$ cat src/rtl/fifo_wr_arb.sv
// -----------------------------------------------------------------------------
// fifo_wr_arb -- two-producer write arbiter in front of a 16x8 FIFO.
//
// Producers 0 and 1 each present one byte at a time (ReqX/DinX). The arbiter
// grants one producer at a time and streams its bytes into the FIFO. A grant
// lasts at most BURST_MAX beats while the other producer is waiting. Writes are
// held off (stalled, not dropped) while the FIFO reports full.
//
// Parameters
//   BURST_MAX   maximum beats per grant, 1..15
//
// Ports
//   ck          clock, all state updates on rising edge
//   rst         asynchronous active-low reset
//   Req0/Din0   producer 0 request and byte
//   Req1/Din1   producer 1 request and byte
//   Ffull       downstream FIFO full flag
//   Wen/Dout    FIFO write enable and write data
//   Ack0/Ack1   producer's byte is written this cycle
//   Grant       registered owner: 00 idle, 01 producer 0, 10 producer 1
//
// Build option
//   FIFO_WR_ARB_FIXED_PRIO_EN  defined: producer 0 wins ties and is never
//   pre-empted at burst end; undefined (default): round-robin on ties and
//   handover at burst end in both directions.
// -----------------------------------------------------------------------------
module fifo_wr_arb #(
    parameter int BURST_MAX = 4
) (
    input  logic       ck,
    input  logic       rst,
    input  logic       Req0,
    input  logic [7:0] Din0,
    input  logic       Req1,
    input  logic [7:0] Din1,
    input  logic       Ffull,
    output logic       Wen,
    output logic [7:0] Dout,
    output logic       Ack0,
    output logic       Ack1,
    output logic [1:0] Grant
);

    // Encoding doubles as the Grant value, so 2'b11 is unreachable.
    typedef enum logic [1:0] {
        IDLE = 2'b00,
        G0   = 2'b01,
        G1   = 2'b10
    } state_t;

    // cnt == CNT_LAST on a beat means this beat completes the burst.
    localparam logic [3:0] CNT_LAST = 4'(BURST_MAX - 1);

    state_t     state, state_nx;
    logic [3:0] cnt, cnt_nx;
    logic       last, last_nx;   // producer that most recently gave up a grant
    logic       owner_req;
    state_t     tie_pick;
    logic       handover_g0;     // G0 may yield to a waiting producer 1 at burst end
    logic       handover_g1;

`ifdef FIFO_WR_ARB_FIXED_PRIO_EN
    assign tie_pick    = G0;
    assign handover_g0 = 1'b0;
    assign handover_g1 = 1'b1;
`else
    assign tie_pick    = last ? G0 : G1;
    assign handover_g0 = 1'b1;
    assign handover_g1 = 1'b1;
`endif

    // Write path: purely combinational from the registered owner, so a
    // non-owner's Req/Din can never reach Wen or Dout.
    always_comb begin
        // NOTE: every output of a combinational block gets a default first so no path leaves it unassigned and infers a latch.
        owner_req = 1'b0;
        Dout      = 8'h00;
        case (state)
            G0: begin
                owner_req = Req0;
                Dout      = Din0;
            end
            G1: begin
                owner_req = Req1;
                Dout      = Din1;
            end
            default: ;
        endcase
    end

    assign Wen   = owner_req & ~Ffull;
    assign Ack0  = Wen & (state == G0);
    assign Ack1  = Wen & (state == G1);
    assign Grant = state;

    always_comb begin
        state_nx = state;
        cnt_nx   = cnt;
        last_nx  = last;
        case (state)
            IDLE: begin
                cnt_nx = 4'd0;
                if (Req0 && Req1) state_nx = tie_pick;
                else if (Req0)    state_nx = G0;
                else if (Req1)    state_nx = G1;
            end
            G0: begin
                if (!Req0) begin
                    last_nx  = 1'b0;
                    cnt_nx   = 4'd0;
                    state_nx = Req1 ? G1 : IDLE;
                end else if (Wen) begin
                    if (cnt == CNT_LAST) begin
                        cnt_nx = 4'd0;
                        if (Req1 && handover_g0) begin
                            state_nx = G1;
                            last_nx  = 1'b0;
                        end
                    end else begin
                        cnt_nx = cnt + 4'd1;
                    end
                end
                // Req0 with Ffull: stall, hold state and cnt.
            end
            G1: begin
                if (!Req1) begin
                    last_nx  = 1'b1;
                    cnt_nx   = 4'd0;
                    state_nx = Req0 ? G0 : IDLE;
                end else if (Wen) begin
                    if (cnt == CNT_LAST) begin
                        cnt_nx = 4'd0;
                        if (Req0 && handover_g1) begin
                            state_nx = G0;
                            last_nx  = 1'b1;
                        end
                    end else begin
                        cnt_nx = cnt + 4'd1;
                    end
                end
            end
            default: begin
                state_nx = IDLE;
                cnt_nx   = 4'd0;
            end
        endcase
    end

    // Last resets to 1 so the first tie after reset goes to producer 0.
    always_ff @(posedge ck or negedge rst) begin
        if (!rst) begin
            state <= IDLE;
            cnt   <= 4'd0;
            last  <= 1'b1;
        end else begin
            // NOTE: registers use non-blocking assignment so every flop samples pre-edge values regardless of block order.
            state <= state_nx;
            cnt   <= cnt_nx;
            last  <= last_nx;
        end
    end

endmodule

$ cat config.mk
export PLATFORM = sky130hd
export DESIGN_NAME = fifo_wr_arb
export DESIGN_NICKNAME = d
export VERILOG_FILES = /design/src/rtl/fifo_wr_arb.sv
export SDC_FILE = /design/constraint.sdc
export NUM_CORES = 1
export LEC_CHECK = 0
export BUFFER_PORTS_ARGS = -buffer_cell sky130_fd_sc_hd__buf_4
export CORE_UTILIZATION = 40
export DETAILED_ROUTE_END_ITERATION = 16
export GPL_ROUTABILITY_DRIVEN = 0
export PLACE_DENSITY = 0.77
export REMOVE_ABC_BUFFERS = 1
export SLEW_MARGIN = 20
export SYNTH_ARGS = -nofsm -noshare
export SYNTH_HDL_FRONTEND = slang
export SYNTH_SLANG_ARGS = --single-unit
$ cat constraint.sdc
create_clock -name ck -period 1.55 [get_ports ck]
set_input_delay 0.155 -clock ck [delete_from_list [all_inputs] [get_ports ck]]
set_output_delay 0.155 -clock ck [all_outputs]
set_load 0.03 [all_outputs]
==> results.yml, run 1 <==
drt:
  drc: 0
  finalWirelength_mm: 2.09
  vias: 739
  first_pass_iters: 4
  drt_iter0_markers: 12
  viasPerCell: 5.47
  ant_nets: 0
  wl_per_cell_um: 15.4
critical_path:
  cp-startpoint: "Grant[0]$_DFFE_PN0P_"
  r2r_slack_ns: -0.13
  cp.required_ns: 1.39
  worstReg2RegEnd: "Grant[0]$_DFFE_PN0P_"
  reg2reg_from: "Grant[0]$_DFFE_PN0P_"
  endpoint_kind: "output port"
  critPathArrivalTime_ns: 1.53
  critPathKind: "flip-flop to output port"
  rr_worst_depth: 6
  worst-path-max-fanout: 4
  start_kind: "flip-flop"
worst_hold_path:
  hold_depth: 2
  min_to: "last$_DFFE_PN1P_"
  min_from: "Req0"
  hold_path.class: "input port to flip-flop"
run_status:
  status: "finished with violations"
  violations: "setup timing"
placement:
  hpwlAfterDp_mm: 1.45
  port_buffers: 33
  dpl.cell_count: 127
  placed_area_um2: 992
timing:
  clock-skew-final_ns: 0.00573
  slew_headroom: 0.814
  tns_ns: -1.39
  fin_ws_ns: -0.133
  period_minus_slack_ns: 1.68
  finalCritPeriodShare: 1.09
  final_hold_viol_count: 0
  fmax_mhz: 594
  finalSetupViolCount: 14
  rsz0062_at_grt: "true"
  slew_violations: 0
  worst_pin_slew_ns: 0.277
  whs_ns: 0.146
yosys:
  yosysSeqAreaShare: 0.253
  synthArstFlopShare: 1.00
  postSynthAreaPerCell_um2: 9.43
  yosys_warnings: 0
  synth_seq_cells: 7
  syn_inst: 74
  synth_edf_count: 0
  netlist_area_um2: 698
  ys_types: 33
  ys.flop_type: "dfrtp_1"
finish:
  layout.nets: 146
  num_antenna_cells: 0
  instances_no_fill: 135
  fin_util: 0.754
  area_delta_synth_final_pct: 70.3
  drive_above_1_share: 0.605
  finalInstanceArea_um2: 1190
global_route:
  grt_use_met2: 0.346
  gr-usage-met3: 0.0292
  grtUsageTotal: 0.221
  grt_pass1_vias: 731
  antenna_found_initial: 0
  overflow: 0
  grt_max_degree: 13
  grt_pass1_wl_mm: 3.20
  use_met1: 0.307
  busiest_layer: "met2"
floorplanning:
  initial_core_util: 0.443
  fp.dieW_um: 43.8
  rows: 14
  core_area_um2: 1580
  dieArea_um2: 1920
  die_h_um: 43.8
  ioPinCount: 34
clock_tree:
  root_buffer: "clkbuf_4"
  htree_levels: 1
  clockBufferDepth: 2
  clock_sinks: 7
  cts_tree: "built"
  cts-buffers-inserted: 3
  clkTransAtPathRegs_ns: 0.06
  clkLatencyLatePin_ns: 0.26
pwr:
  leakage_nw: 0.535
  ir_drop_v: 0.00124
  p_per_area_nw_per_um2: 1810
run:
  maxCapViolCount: 0
## layout by cell type, fill, tap and decap left out, drive strengths merged, types with 2 or more instances in the layout
| master | netlist | routed |
|---|---|---|
| clkbuf | 1 | 3 |
| a21oi | 6 | 6 |
| a22oi | 8 | 8 |
| buf | 1 | 42 |
| mux2i | 3 | 3 |
| nor2 | 5 | 5 |
| o21ai | 2 | 2 |
| nor2b | 11 | 11 |
| ha | 5 | 5 |
| dfrtp | 6 | 6 |
| inv | 3 | 3 |
| nand2b | 2 | 2 |
| and3 | 2 | 2 |
## cell usage after synthesis (all sizes together), types with 2 or more instances
master | n | area share
nor2b | 11 | 0.10
a22oi | 8 | 0.086
a21oi | 6 | 0.043
dfrtp | 6 | 0.22
ha | 5 | 0.090
nor2 | 5 | 0.027
inv | 3 | 0.016
mux2i | 3 | 0.043
and3 | 2 | 0.021
nand2b | 2 | 0.018
o21ai | 2 | 0.014
## sequential cells by signal (all words and copies together) (netlist names)
signal and cells:
Grant 2, cnt 4, last 1
## final cells by class
cell class / count / area (µm²)
multi-input cells: 62 / 582
fillers: 104 / 388
repair buffers: 43 / 372
flip-flops and latches: 7 / 176
clock buffers: 3 / 22.5
well taps: 16 / 20.0
inverters: 3 / 11.3
clock inverters: 1 / 5.00
## per-layer routing
metal / routed length, µm / vias to the layer above
li1: - / 363
met1: 927 / 356
met2: 1070 / 14
met3: 51 / 6
met4: 36 / 0
met5: 0 / -
## repair_timing
| action | 4_1_cts | 5_1_grt |
|---|---|---|
| hold buffers | 1 | 0 |
| setup buffers | 2 | 1 |
| endpoints found under the setup margin | 11 | 14 |
| pin swaps | 3 | 8 |
| gates resized for setup | 10 | 20 |
| endpoints found under the hold margin | 7 | 0 |
## report_power, final
part | internal (mW) | switching, mW | total [mW]
registers | 0.238 | 0.0560 | 0.294
clock network | 0.0946 | 0.0739 | 0.169
logic | 0.867 | 0.825 | 1.69
total | 1.20 | 0.955 | 2.15
## cell families (layout without fill, tap and decap cells)
family,Yosys count,after routing,synth area share
DFF,7,7,0.253
adders and majority gates,5,5,0.0896
AOI/OAI and AO/OA,21,21,0.233
muxes,4,4,0.0645
and+or+nand+nor,31,31,0.305
xor gates and xnor gates,1,1,0.0125
buffers and inverters,5,50,0.0430
## worst max path at each step
stage                                 endpoint  slack, ns  depth (start not counted)
after global placement    Grant[0]$_DFFE_PN0P_       0.05                          5
after global routing                   Dout[2]      -0.18                          6
after detailed placement  Grant[0]$_DFFE_PN0P_       0.02                          5
after CTS                                 Ack1      -0.11                          5
after floorplan           Grant[0]$_DFFE_PN0P_      -0.28                          5
final                                      Wen      -0.13                          5
## metrics by stage
| step | setup WS (ns) | power [mW] |
|---|---|---|
| final | -0.133 | 2.15 |
| after global routing | -0.177 | 2.27 |
| after CTS | -0.108 | 1.88 |
| after detailed placement | 0.0237 | 1.59 |
| after global placement | 0.0547 | 1.54 |
| after floorplan | -0.283 | 1.12 |
## worst max-delay path, cell delays in order, from the launching register on
cell and delay [ns]:
dfrtp_1 0.42, inv_2 0.09, ha_4 0.19, a22o_4 0.26
and2_2 0.18, buf_6 0.13
No activity file was read; power rests on OpenSTA's default activity.
==> run 2, diff against run 1 <==
--- a/config.mk
+++ b/config.mk
@@ -9,6 +9,7 @@
 export CORE_UTILIZATION = 40
 export DETAILED_ROUTE_END_ITERATION = 16
 export GPL_ROUTABILITY_DRIVEN = 0
+export GPL_TIMING_DRIVEN = 0
 export PLACE_DENSITY = 0.77
 export REMOVE_ABC_BUFFERS = 1
 export SLEW_MARGIN = 20
==> run 2 against run 1 <==
  * The run still ends with setup timing left
  * Register-to-register slack improved by 0.08 ns
  * Worst setup slack got worse by 0.0040 ns
  * Hold slack got worse by 0.014 ns
  * Via count increased by 4.5%
  * Final area increased by 5.8%
  * Critical path depth unchanged
  * Sequential cell count unchanged
  * Maximum frequency decreased by 0.24%
  * Sequential share of layout area decreased by 0.61 points
  * Combinational power increased by 11%
  * Critical path type unchanged
==> results.yml, run 2 (same netlist as run 1, synthesis figures left out) <==
timing:
  period_minus_slack_ns: 1.69
  slew_headroom: 0.830
  finalCritPeriodShare: 1.09
  clock-skew-final_ns: 0.00106
  whs_ns: 0.132
  fin_ws_ns: -0.137
  fmax_mhz: 593
  finalSetupViolCount: 13
  rsz0062_at_grt: "true"
  final_hold_viol_count: 0
  slew_violations: 0
  worst_pin_slew_ns: 0.255
global_route:
  grt_pass1_vias: 741
  grt_pass1_wl_mm: 3.40
  grtUsageTotal: 0.240
  antenna_found_initial: 0
  grt_max_degree: 9
  overflow: 0
finish:
  fin_util: 0.798
  largest_reg_flops: 4
  regArea_um2: 179
  top_register: "cnt"
  fillers: 92
  most-common-layout-cells: "buf_4 (35), buf_6 (11), a22oi_2 (8)"
  layout.nets: 150
  area_delta_synth_final_pct: 80.1
  layout_commonest_cell: "buf_4"
  multi_input_area_um2: 619
  drive_above_1_share: 0.667
  num_antenna_cells: 0
placement:
  port_buffers: 33
  hpwlAfterDp_mm: 1.27
run_status:
  status: "finished with violations"
  violations: "setup timing"
critical_path:
  reg2reg_from: "Grant[0]$_DFFE_PN0P_"
  cp_slowest_stage_delay_ns: 0.43
  cp_num_buf_inv: 2
  cp-startpoint: "Grant[0]$_DFFE_PN0P_"
  r2r_slack_ns: -0.05
  start_kind: "flip-flop"
  crit_slowest_cell: "dfrtp_2"
  cp.required_ns: 1.39
  worst-path-max-fanout: 6
  worstReg2RegEnd: "Grant[0]$_DFFE_PN0P_"
  cp_cell_sequence: "inv_4 -> ha_4 -> a22o_4 -> and3_4 -> buf_6"
  cp.depth: 5
  critPathTopFamily: "flip-flops"
  cp-endpoint: "Ack0"
  endpoint_kind: "output port"
  critPathArrivalTime_ns: 1.53
  critPathKind: "flip-flop to output port"
  rr_worst_depth: 5
clock_tree:
  clkLatencyLatePin_ns: 0.26
  cts-buffers-inserted: 3
  root_buffer: "clkbuf_4"
  cts_tree: "built"
  htree_levels: 1
  clockBufferDepth: 2
  clkTransAtPathRegs_ns: 0.05
  clock_sinks: 7
pwr:
  leakage_nw: 0.560
  clock_power_share: 0.073
  p_seq_frac: 0.133
  ir_drop_v: 0.00123
  p_comb_frac: 0.795
  switching_share: 0.446
  p_per_area_nw_per_um2: 1870
  p_switching_mw: 1.05
  p_int_mw: 1.31
drt:
  ant_nets: 0
  first_pass_iters: 4
  viasPerCell: 5.55
  vias: 772
  drc: 0
  drt_iter0_markers: 22
  wl_per_cell_um: 16.6
  finalWirelength_mm: 2.30
floorplanning:
  ioPinCount: 34
  dieArea_um2: 1920
  rows: 14
  die_h_um: 43.8
  fp.dieW_um: 43.8
  core_area_um2: 1580
  initial_core_util: 0.443
run:
  maxCapViolCount: 0
worst_hold_path:
  hold_path.class: "input port to flip-flop"
  hold_depth: 2
run 2: changes by cell type in the layout (fill, tap and decap cells not counted), moves of 2 or more:
cell / change
nor2b_2: -2
dfrtp_2: +2
dfrtp_1: -2
nor2b_4: +2
inv_4: +2
inv_2: -2
buf_6: +4
a22oi_1: -3
buf_4: +2
a22oi_2: +3
run 2: power groups by stage:
stage | logic, mW | clock network, mW | registers [mW]
3_5_place_dp | 1.17 | 0 | 0.295
5_1_grt | 1.97 | 0.184 | 0.320
4_1_cts | 1.64 | 0.173 | 0.309
2_1_floorplan | 0.788 | 0 | 0.329
6_report | 1.87 | 0.172 | 0.313
3_3_place_gp | 1.14 | 0 | 0.295
run 2: cell type report:
cell class | instances | area share
Sequential cell | 7 | 0.142
Timing Repair Buffer | 47 | 0.315
Tap cell | 16 | 0.0159
Inverter | 3 | 0.0129
Clock buffer | 4 | 0.0209
Multi-Input combinational cell | 62 | 0.493
run 2: timing repair:
action / in CTS / in global routing
setup buffers: 12 / 1
cloned: 0 / 0
endpoints found under the setup margin: 18 / 14
endpoints found under the hold margin: 7 / 0
gates resized for setup: 31 / 13
pin swaps: 8 / 6
hold buffers: 1 / 0
run 2: stage by stage:
stage / std cells / area (µm²) / setup slack, ns / total power [mW] / setup TNS [ns]
final: 139 / 1260 / -0.137 / 2.36 / -1.30
after global routing: 139 / 1260 / -0.192 / 2.48 / -2.13
after CTS: 138 / 1190 / -0.141 / 2.12 / -1.01
after detailed placement: 121 / 947 / -0.376 / 1.46 / -2.20
after global placement: 121 / 947 / -0.325 / 1.44 / -1.33
after floorplan: 72 / 679 / -0.283 / 1.12 / -2.61
run 2: layer usage:
metal | vias up | part of all wire | wire, µm | global-route usage
li1 | 369 | - | - | -
met1 | 379 | 0.40 | 910 | 0.301
met2 | 21 | 0.57 | 1300 | 0.415
met3 | 3 | 0.028 | 64 | 0.0500
met4 | 0 | 0.011 | 26 | 0.0625
met5 | - | 0 | 0 | 0
run 2: worst min path at each step:
stage,from,end,slack [ns]
2_1_floorplan,rst,Grant[0]$_DFFE_PN0P_,-0.14
3_3_place_gp,rst,Grant[0]$_DFFE_PN0P_,-0.03
3_5_place_dp,rst,Grant[0]$_DFFE_PN0P_,-0.03
4_1_cts,Req0,last$_DFFE_PN1P_,0.13
5_1_grt,Req0,last$_DFFE_PN1P_,0.15
6_report,Req0,last$_DFFE_PN1P_,0.13
==> run 3, diff against run 2 <==
--- a/config.mk
+++ b/config.mk
@@ -6,11 +6,11 @@
 export NUM_CORES = 1
 export LEC_CHECK = 0
 export BUFFER_PORTS_ARGS = -buffer_cell sky130_fd_sc_hd__buf_4
-export CORE_UTILIZATION = 40
+export CORE_UTILIZATION = 48
 export DETAILED_ROUTE_END_ITERATION = 16
 export GPL_ROUTABILITY_DRIVEN = 0
 export GPL_TIMING_DRIVEN = 0
-export PLACE_DENSITY = 0.77
+export PLACE_DENSITY = 0.86
 export REMOVE_ABC_BUFFERS = 1
 export SLEW_MARGIN = 20
 export SYNTH_ARGS = -nofsm -noshare
==> constraint.sdc (replaced) <==
create_clock -name ck -period 2.2 [get_ports ck]
set_input_delay 0.22 -clock ck [delete_from_list [all_inputs] [get_ports ck]]
set_output_delay 0.22 -clock ck [all_outputs]
set_load 0.03 [all_outputs]
==> run 3 against run 2 <==
  * The flow now finishes without violations
  * Total power decreased by 52%
  * Combinational power decreased by 56%
  * Via count decreased by 13%
  * First-iteration DRC count decreased by 50%
  * Sequential share of layout area increased by 3.7 points
  * Sequential cell count unchanged
  * Register-to-register slack improved by 0.35 ns
  * Clock power decreased by 34%
  * Sequential power decreased by 34%
  * Largest power group unchanged
  * Highest routed layer is now met3
==> results.yml, run 3 (same netlist as run 1, synthesis figures left out) <==
timing:
  slew_headroom: 0.650
  final_hold_viol_count: 0
  tns_ns: 0
  period_minus_slack_ns: 2.01
  finalSetupViolCount: 0
  clock-skew-final_ns: 0.000501
  finalCritPeriodShare: 0.916
  fin_ws_ns: 0.186
  fmax_mhz: 496
  rsz0062_at_grt: "false"
  worst_pin_slew_ns: 0.525
  slew_violations: 0
critical_path:
  rr_worst_depth: 5
  crit_slowest_cell: "dfrtp_1"
  worstReg2RegEnd: "Grant[0]$_DFFE_PN0P_"
  critPathKind: "flip-flop to output port"
  endpoint_kind: "output port"
  cp_slowest_stage_delay_ns: 0.43
  start_kind: "flip-flop"
  cp.required_ns: 1.98
  worst-path-max-fanout: 13
  critPathArrivalTime_ns: 1.79
  r2r_slack_ns: 0.30
  cp_cell_sequence: "inv_1 -> ha_1 -> a22o_4 -> and3_2 -> buf_4"
  reg2reg_from: "Grant[1]$_DFFE_PN0P_"
pwr:
  leakage_nw: 0.466
  p_per_area_nw_per_um2: 1160
  ir_drop_v: 0.000675
finish:
  area_delta_synth_final_pct: 40.7
  regArea_um2: 176
  layout_commonest_cell: "buf_4"
  largest_reg_flops: 4
  fillers: 109
  drive_above_1_share: 0.436
  top_register: "cnt"
  layout.nets: 137
  multi_input_area_um2: 492
  num_antenna_cells: 0
  most-common-layout-cells: "buf_4 (33), nor2b_1 (10), a22oi_1 (8)"
clock_tree:
  cts-buffers-inserted: 3
  clockBufferDepth: 2
  clock_sinks: 7
  cts_resized: 0
  cts_tree: "built"
  htree_levels: 1
  root_buffer: "clkbuf_4"
  clkLatencyLatePin_ns: 0.24
  clkTransAtPathRegs_ns: 0.05
global_route:
  overflow: 0
  grt_pass1_wl_mm: 2.28
  grt_pass1_vias: 525
  grtUsageTotal: 0.212
  antenna_found_initial: 0
  grt_max_degree: 17
drt:
  viasPerCell: 5.35
  wl_per_cell_um: 13.0
  drt_iter0_markers: 11
  ant_nets: 0
  drc: 0
  first_pass_iters: 4
  vias: 669
  finalWirelength_mm: 1.63
floorplanning:
  fp.dieW_um: 40.1
  ioPinCount: 34
  die_h_um: 40.1
  rows: 13
  dieArea_um2: 1610
  initial_core_util: 0.523
  core_area_um2: 1330
placement:
  dp_slack_ns: 0.302
  port_buffers: 33
  hpwlAfterDp_mm: 1.31
run_status:
  status: "completed"
worst_hold_path:
  hold_depth: 2
  min_to: "last$_DFFE_PN1P_"
  hold_path.class: "input port to flip-flop"
  min_from: "Req0"
run:
  maxCapViolCount: 0
-- run 3: changes by cell type in the layout (fill, tap and decap cells not counted), sizes merged --
| cell | delta |
|---|---|
| buf | -13 |
-- run 3: layout make-up --
type | instances | area share
Sequential cell | 7 | 0.180
Inverter | 3 | 0.0115
Clock buffer | 4 | 0.0268
Multi-Input combinational cell | 62 | 0.501
Tap cell | 15 | 0.0191
Timing Repair Buffer | 34 | 0.262
-- run 3: what timing repair did --
| item | CTS | global route |
|---|---|---|
| setup buffers | 0 | 0 |
| endpoints found under the hold margin | 7 | 0 |
| hold buffers | 1 | 0 |
-- run 3: metal layers --
metal,global-route usage,share of wire
met4,0.0776,0
met1,0.271,0.45
met2,0.379,0.53
met5,0,0
met3,0,0.022
-- run 3: worst max-delay path by stage --
| stage | startpoint | endpoint | slack (ns) | cells past startpoint |
|---|---|---|---|---|
| 2_1_floorplan | Grant[0]$_DFFE_PN0P_ | Grant[0]$_DFFE_PN0P_ | 0.37 | 5 |
| 3_3_place_gp | Grant[1]$_DFFE_PN0P_ | Grant[0]$_DFFE_PN0P_ | 0.36 | 5 |
| 3_5_place_dp | Grant[1]$_DFFE_PN0P_ | Grant[0]$_DFFE_PN0P_ | 0.30 | 5 |
| 4_1_cts | Grant[1]$_DFFE_PN0P_ | Ack1 | 0.17 | 5 |
| 5_1_grt | Grant[0]$_DFFE_PN0P_ | Ack0 | 0.04 | 5 |
| 6_report | Grant[0]$_DFFE_PN0P_ | Ack1 | 0.19 | 5 |
-- run 3: power by group --
| part | switching (mW) | internal [mW] | leakage (nW) |
|---|---|---|---|
| logic | 0.450 | 0.371 | 0.360 |
| registers | 0.0386 | 0.168 | 0.0912 |
| clock network | 0.0437 | 0.0690 | 0.0150 |
| total | 0.532 | 0.608 | 0.466 |
-- run 3: stage by stage --
stage / utilization / instance area (µm²) / std cells / hold slack (ns) / total power, mW
after floorplan: - / 679 / 72 / -0.0756 / 0.787
after global placement: 0.709 / 946 / 120 / 0.0324 / 1.01
after detailed placement: 0.709 / 946 / 120 / 0.0334 / 1.03
after CTS: 0.736 / 982 / 125 / 0.198 / 1.15
after global routing: 0.736 / 982 / 125 / 0.204 / 1.23
final: 0.736 / 982 / 125 / 0.208 / 1.14
-- run 3: worst max-delay path: cells and delay by family, from the launching register on --
family / cells / cell delay, ns
flip-flops: 1 / 0.43
AND/OR/NAND/NOR: 1 / 0.19
adder cells (fa/ha/maj): 1 / 0.35
AO/OA/AOI/OAI: 1 / 0.33
buffers and inverters: 2 / 0.24
